**src/rtl/updown_pkg.sv**
```systemverilog
// Shared types and helpers for the up/down counter.
// Optional feature macro: GRAY_OUT_EN (Gray-coded copy of the count).
package updown_pkg;

    typedef enum logic {
        DIR_DOWN = 1'b0,
        DIR_UP   = 1'b1
    } dir_t;

    localparam int DEF_WIDTH   = 2;
    localparam int DEF_MODULUS = 4;

    // Reflected binary Gray code; callers truncate to their own width.
    function automatic logic [31:0] bin2gray(input logic [31:0] b);
        return b ^ (b >> 1);
    endfunction

endpackage

```
**src/rtl/updown_next_state.sv**
```systemverilog
// Combinational next-count and wrap-flag logic for updown_counter_n.
// Priority: load > en > hold (reset is applied by the register stage).
module updown_next_state
    import updown_pkg::*;
#(
    parameter int WIDTH    = DEF_WIDTH,
    parameter int MODULUS  = DEF_MODULUS,
    parameter bit SATURATE = 1'b0
) (
    input  logic [WIDTH-1:0] count_i,
    input  logic             up_i,
    input  logic             en_i,
    input  logic             load_i,
    input  logic [WIDTH-1:0] load_value_i,
    output logic [WIDTH-1:0] count_d_o,
    output logic             wrap_o
);

    // One spare bit so MODULUS==2**WIDTH compares and steps cleanly.
    localparam int             W1   = WIDTH + 1;
    localparam logic [W1-1:0]  LAST = W1'(MODULUS - 1);

    logic [W1-1:0] cnt_x;
    logic [W1-1:0] lv_x;
    dir_t          dir;

    assign cnt_x = {1'b0, count_i};
    assign lv_x  = {1'b0, load_value_i};
    assign dir   = dir_t'(up_i);

    // Select the next count; the wrap flag marks a range-end crossing (or a blocked step when saturating).
    always_comb begin
        count_d_o = count_i;
        wrap_o    = 1'b0;
        if (load_i) begin
            count_d_o = (lv_x > LAST) ? WIDTH'(LAST) : load_value_i;
        end else if (en_i) begin
            if (dir == DIR_UP) begin
                if (cnt_x >= LAST) begin
                    wrap_o    = 1'b1;
                    count_d_o = SATURATE ? WIDTH'(LAST) : '0;
                end else begin
                    count_d_o = WIDTH'(cnt_x + W1'(1));
                end
            end else begin
                if (cnt_x == '0) begin
                    wrap_o    = 1'b1;
                    count_d_o = SATURATE ? '0 : WIDTH'(LAST);
                end else begin
                    count_d_o = WIDTH'(cnt_x - W1'(1));
                end
            end
        end
    end

endmodule

```
**src/rtl/updown_counter_n.sv**
```systemverilog
// Parametrised modulo-N up/down counter with load, enable, wrap/saturate,
// terminal-count flag and registered wrap pulse.
// Define GRAY_OUT_EN to add a registered Gray-coded copy of the count.
module updown_counter_n
    import updown_pkg::*;
#(
    parameter int WIDTH    = DEF_WIDTH,
    parameter int MODULUS  = DEF_MODULUS,
    parameter bit SATURATE = 1'b0
) (
    input  logic             clock,
    input  logic             reset,
    input  logic             en,
    input  logic             up,
    input  logic             load,
    input  logic [WIDTH-1:0] load_value,
    output logic [WIDTH-1:0] count,
    output logic             tc,
    output logic             wrapped
`ifdef GRAY_OUT_EN
    ,
    output logic [WIDTH-1:0] count_gray
`endif
);

    localparam logic [WIDTH-1:0] LAST = WIDTH'(MODULUS - 1);

    logic [WIDTH-1:0] count_q, count_d;
    logic             wrapped_q, wrapped_d;

    updown_next_state #(
        .WIDTH    (WIDTH),
        .MODULUS  (MODULUS),
        .SATURATE (SATURATE)
    ) u_next (
        .count_i      (count_q),
        .up_i         (up),
        .en_i         (en),
        .load_i       (load),
        .load_value_i (load_value),
        .count_d_o    (count_d),
        .wrap_o       (wrapped_d)
    );

    // Count and wrap pulse registers; reset dominates everything.
    always_ff @(posedge clock) begin
        if (reset) begin
            count_q   <= '0;
            wrapped_q <= 1'b0;
        end else begin
            count_q   <= count_d;
            wrapped_q <= wrapped_d;
        end
    end

    assign count   = count_q;
    assign wrapped = wrapped_q;
    // Terminal count depends on the live direction input, not a stored one.
    assign tc      = up ? (count_q == LAST) : (count_q == '0);

`ifdef GRAY_OUT_EN
    logic [WIDTH-1:0] gray_q;

    // Gray copy registered from the next count so it lines up with count.
    always_ff @(posedge clock) begin
        if (reset) gray_q <= '0;
        else       gray_q <= WIDTH'(bin2gray(32'(count_d)));
    end

    assign count_gray = gray_q;
`endif

endmodule

```
**config.mk**
```make
export PLATFORM = sky130hd
export DESIGN_NAME = updown_counter_n
export DESIGN_NICKNAME = d
export VERILOG_FILES = /design/src/rtl/updown_pkg.sv /design/src/rtl/updown_next_state.sv /design/src/rtl/updown_counter_n.sv
export SDC_FILE = /design/constraint.sdc
export NUM_CORES = 1
export LEC_CHECK = 0
export ABC_AREA = 1
export ABC_CLOCK_PERIOD_IN_PS = 1000
export BUFFER_PORTS_ARGS = -buffer_cell sky130_fd_sc_hd__buf_4
export CORE_AREA = 2 2 39 41
export DETAILED_ROUTE_END_ITERATION = 8
export DIE_AREA = 0 0 41 43
export GPL_TIMING_DRIVEN = 0
export SLEW_MARGIN = 0
export SYNTH_ARGS = -nofsm -noshare
export SYNTH_HDL_FRONTEND = slang
export SYNTH_SLANG_ARGS = --single-unit
```
**constraint.sdc**
```tcl
create_clock -name clock -period 1 [get_ports clock]
set_input_delay 0 -clock clock [delete_from_list [all_inputs] [get_ports clock]]
set_output_delay 0 -clock clock [all_outputs]
set_load 0.01 [all_outputs]
```
# After elaboration in Yosys (flattened, before gate mapping)
# Index checks and enable logic that the tools add are counted.
[classes] add_sub_neg=2 multipliers=0 div=0 order_cmp=2 eq_ne=1 shift=0 muxes=10 bitwise=1 n_reduce_logical=4
[ops] operator="$mux W2" n=6
[ops] operator="$mux W1" n=4
[ops] operator="$logic_not A3 Y1" n=1
[ops] operator="$reduce_or A3 Y1" n=1
[ops] operator="$add A2 B1 Y2 const B" n=1
[ops] operator="$eq A2 B2 Y1 const B" n=1
[ops] operator="$ge A2 B2 Y1 const B" n=1
[ops] operator="$gt A2 B2 Y1 const B" n=1
[ops] operator="$logic_not A2 Y1" n=1
[ops] operator="$reduce_bool A2 Y1" n=1
[ops] operator="$sub A2 B1 Y2 const B" n=1
[ops] operator="$not A1 Y1" n=1
[totals] regBits=3 latch_bits=0 ram_bits=0 romBits=0 inputBits=7 mem_count=0

# Logic depth before layout (Yosys ltp)
[depth] depth_word=5 mapped_depth=6

# Cells and area by module
# A second synthesis with hierarchy kept.
[hier_totals] cells_unflattened=41 hier_area_um2=227.7
[modules_own_cells] module="updown_next_state" n_inst=1 cells_per_inst=27 area_each_um2=125.1
[modules_own_cells] module="updown_counter_n" n_inst=1 cells_per_inst=14 area_each_um2=102.6

# Worst setup path after synthesis
# Ideal clock, no wire load.
[synth_timing] path_kind="reg2reg" from="register count_q[0] (netlist: count[0])" to="register count_q[1] (netlist: count[1])" setup_ns=0.120 arrival_time_ns=0.968 path_slack_ns=-0.088 path_stages_with_launch=7 path_buffers=0 cell_sequence="dfxtp_1 > inv_1 > ha_1 > inv_1 > nand2_1 > nand3_1 > a21oi_1"
[synth_via] elab_chain_len=5 elab_cells_between_ends=9 classes_between="add/sub (2); order compare (1); mux (5); reduce/logical (1)"
[synth_lines] element="from (decl)" line_no="updown_counter_n.sv:28" rtl="logic [WIDTH-1:0] count_q, count_d;"
[synth_lines] element="from (signal assigned)" line_no="updown_counter_n.sv:51" rtl="count_q <= count_d;"
[synth_lines] element="$sub A2 B1 Y2 (tied with other cells)" line_no="updown_next_state.sv:50" rtl="count_d_o = WIDTH'(cnt_x - W1'(1));"
[synth_lines] element="$mux W2, on equally long branches" line_no="updown_next_state.sv:46, updown_next_state.sv:39"
[synth_lines] element="$mux W2 *" line_no="updown_next_state.sv:38" rtl="if (dir == DIR_UP) begin"
[synth_lines] element="$mux W2 *" line_no="updown_next_state.sv:37" rtl="end else if (en_i) begin"
[synth_lines] element="$mux W2 *" line_no="updown_next_state.sv:35" rtl="if (load_i) begin"
# Every way passes the cells marked *; elsewhere a longest branch is shown, timed or not. The select of a mux whose other input is x is not followed.
# A chain may end at the register's enable or synchronous reset.

# Worst setup path in the final report
[layout_timing] from="register count_q[0] (netlist: count[0])" to="output tc"
[layout_via] elab_chain_len=2 elab_cells_between_ends=3 classes_between="eq/ne (1); mux (1); reduce/logical (1)"
[layout_lines] element="$eq A2 B2 Y1 / $logic_not A2 Y1 (equally long branches)" line_no="updown_counter_n.sv:59" rtl="assign tc = up ? (count_q == LAST) : (count_q == '0);"
[layout_lines] element="$mux W1 *" line_no="updown_counter_n.sv:59"
[layout_lines] element="to (decl)" line_no="updown_counter_n.sv:18" rtl="output logic tc,"
# Every way passes the cells marked *; elsewhere a longest branch is shown, timed or not.

==> reports/qor.yml <==
holdCritStartpoint: "up"
start_util_pct: 14.7
place_congestion: 0.726
reg2reg_to: "wrapped"
max_cap_viol_count: 0
port-buffer-count: 10
outcome: "complete, but fails checks"
yosys.area_share.simple_pct: 26.4
place_ws_ps: -44.5
layout_commonest_cell: "buf_4"
clkTransAtPathRegs_ps: 40
relSlewSlack_pct: 88.9
fin_tns_setup_ps: -125
io_pins: 11
grt_setup_unrepaired: "true"
gr-total-overflow: 0
violations: "negative setup slack"
seq_area_frac_synth_pct: 29.4
synth_warnings: 0
min_period_over_period_pct: 112
yosys-top-cells-area: "dfxtp_1, nand2_1, inv_1"
grt_max_degree: 5
synth_compound_area_share_pct: 15.3
syn2layout_area_growth_pct: 107
yosys-mux-area-fraction_pct: 0
first_global_vias: 258
vdd_drop_max_mv: 0.247
synth_area_per_cell_um2: 6.37
synthesis.area_um2: 204
required_ps: 1000
utilization_pct: 30.6
synthCells: 32
dp.cells: 58
grt_first_pass_wirelength_um: 931
synth_top_area_cell: "dfxtp_1"
vias_per_cell: 3.83
fp.dieW_um: 41
critPathKind: "flip-flop to primary output"
grt_antenna_before_repair: 0
clock_latency_ps: 230
die_area_mm2: 0.00176
grt.total_usage_pct: 8.31
arrival_ps: 1120
p_sw_uw: 142
maxSlewViolCount: 0
cp-end-kind: "primary output"
core_area_mm2: 0.00138
drtIter0Drc: 4
cts_tree: "done"
clk_path_buf_depth: 2
clock_power_share_pct: 42.7
leakage_nw: 0.213
finalPower_uw: 499
hold_viol: 0
hold_slack_ps: 62.4
dr.pass1.iters: 2
cts_sinks: 3
synth_top_family_by_area: "simple AND/OR/NAND/NOR gates"
fmax_ghz: 0.889
drive_gt1_share_pct: 66.0
p_int_uw: 357
whs_path_depth: 4
h-tree-depth: 1
ys_types: 12
setup_viol: 1
placed_cell_area_um2: 304
final_cells: 66
post_drt_wl_per_cell_um: 8.83
synth_xor_area_share_pct: 0
synth_top_area_share_pct: 29.4
start_kind: "flip-flop"
stdcell_area_um2: 423
hpwl_um: 371
syn_nets: 41
skew_ps: 0.298
hold_class: "input port to flip-flop"
comb_power_share_pct: 30.1
worstReg2RegStart: "count[0]"
cellPowerDensity_mw_per_mm2: 1180
cts_root_buffer: "clkbuf_4"
synthAdderAreaFrac_pct: 12.3
fin_nets: 60
r2r_setup_slack_ps: 10
cts_made_buffers: 3
die_h_um: 43
cp_max_fo: 3
layout_min_cycle_time_ps: 1120
worst_pin_slew_ps: 167
row_count: 14
rr_worst_depth: 5
whs_endpoint: "count[1]"
drt_drc_violations_left: 0
final_cell_mix: "buf_4, nand2_1, inv_2"
n_antenna_cell: 0
via_count: 253
wirelength_um: 583
seqPwrFrac_pct: 27.3
ant_nets: 0
setup_slack_ps: -125
ys_ff_latch: 3
p_sw_share_pct: 28.4
==> metal layers <==
metal  share of wire (%)  track usage [%]  up-vias
met2                  59             13.8        7
met3                 4.6             1.57        0
met1                  37             7.64      113
met5                   0                0        -
met4                   0             8.00        0
li1                    -                -      133
==> kinds of logic after synthesis <==
logic type	Yosys count
AOI/OAI and AO/OA	5
adders and majority gates	2
buffers and inverters	9
DFF	3
and+or+nand+nor	13
==> worst max path at each step <==
stage,startpoint,end,slack (ps),cells past startpoint
6_report,count[0],tc,-120,5
5_1_grt,count[1],tc,-180,6
4_1_cts,count[0],tc,-130,6
3_5_place_dp,count[0],count[1],-40,6
3_3_place_gp,count[1],count[1],-9,6
2_1_floorplan,count[1],count[1],4,6
==> critical path, stage by stage, from the launching register on <==
cell and delay [ps]:
dfxtp_4 360, inv_2 50, ha_4 150, a21oi_2 150, inv_1 70, buf_6 120
==> registers in the layout, indices dropped and copies added, names as in the netlist <==
register,count
count,2
wrapped,1
==> layout make-up <==
type	count	area [um^2]
Timing Repair Buffer	14	111
Clock buffer	4	26.3
Inverter	9	33.8
Fill cell	169	961
Multi-Input combinational cell	20	164
Sequential cell	3	67.6
Tap cell	16	20.0
==> power by group through the flow <==
stage / combinational (mW) / sequential, mW / clock (mW)
6_report: 0.150 / 0.136 / 0.213
5_1_grt: 0.167 / 0.137 / 0.237
4_1_cts: 0.131 / 0.137 / 0.225
3_5_place_dp: 0.0964 / 0.138 / 0
3_3_place_gp: 0.0934 / 0.138 / 0
2_1_floorplan: 0.0458 / 0.139 / 0
==> cell usage after synthesis <==
master and count:
nand2_1 8, inv_1 7, a21oi_1 3, dfxtp_1 3, ha_1 2, inv_2 2
nor2_1 2, a21boi_1 1, a21oi_2 1, nand2_2 1, nand3_1 1, nor3_1 1
==> repair_timing <==
item	in CTS	in global routing
setup buffers	4	1
gates resized for setup	8	8
pin swaps	4	3
cloned	0	0
endpoints found under the hold margin	3	0
hold buffers	1	0
endpoints found under the setup margin	2	3
Power figures use the tool's default switching activity.
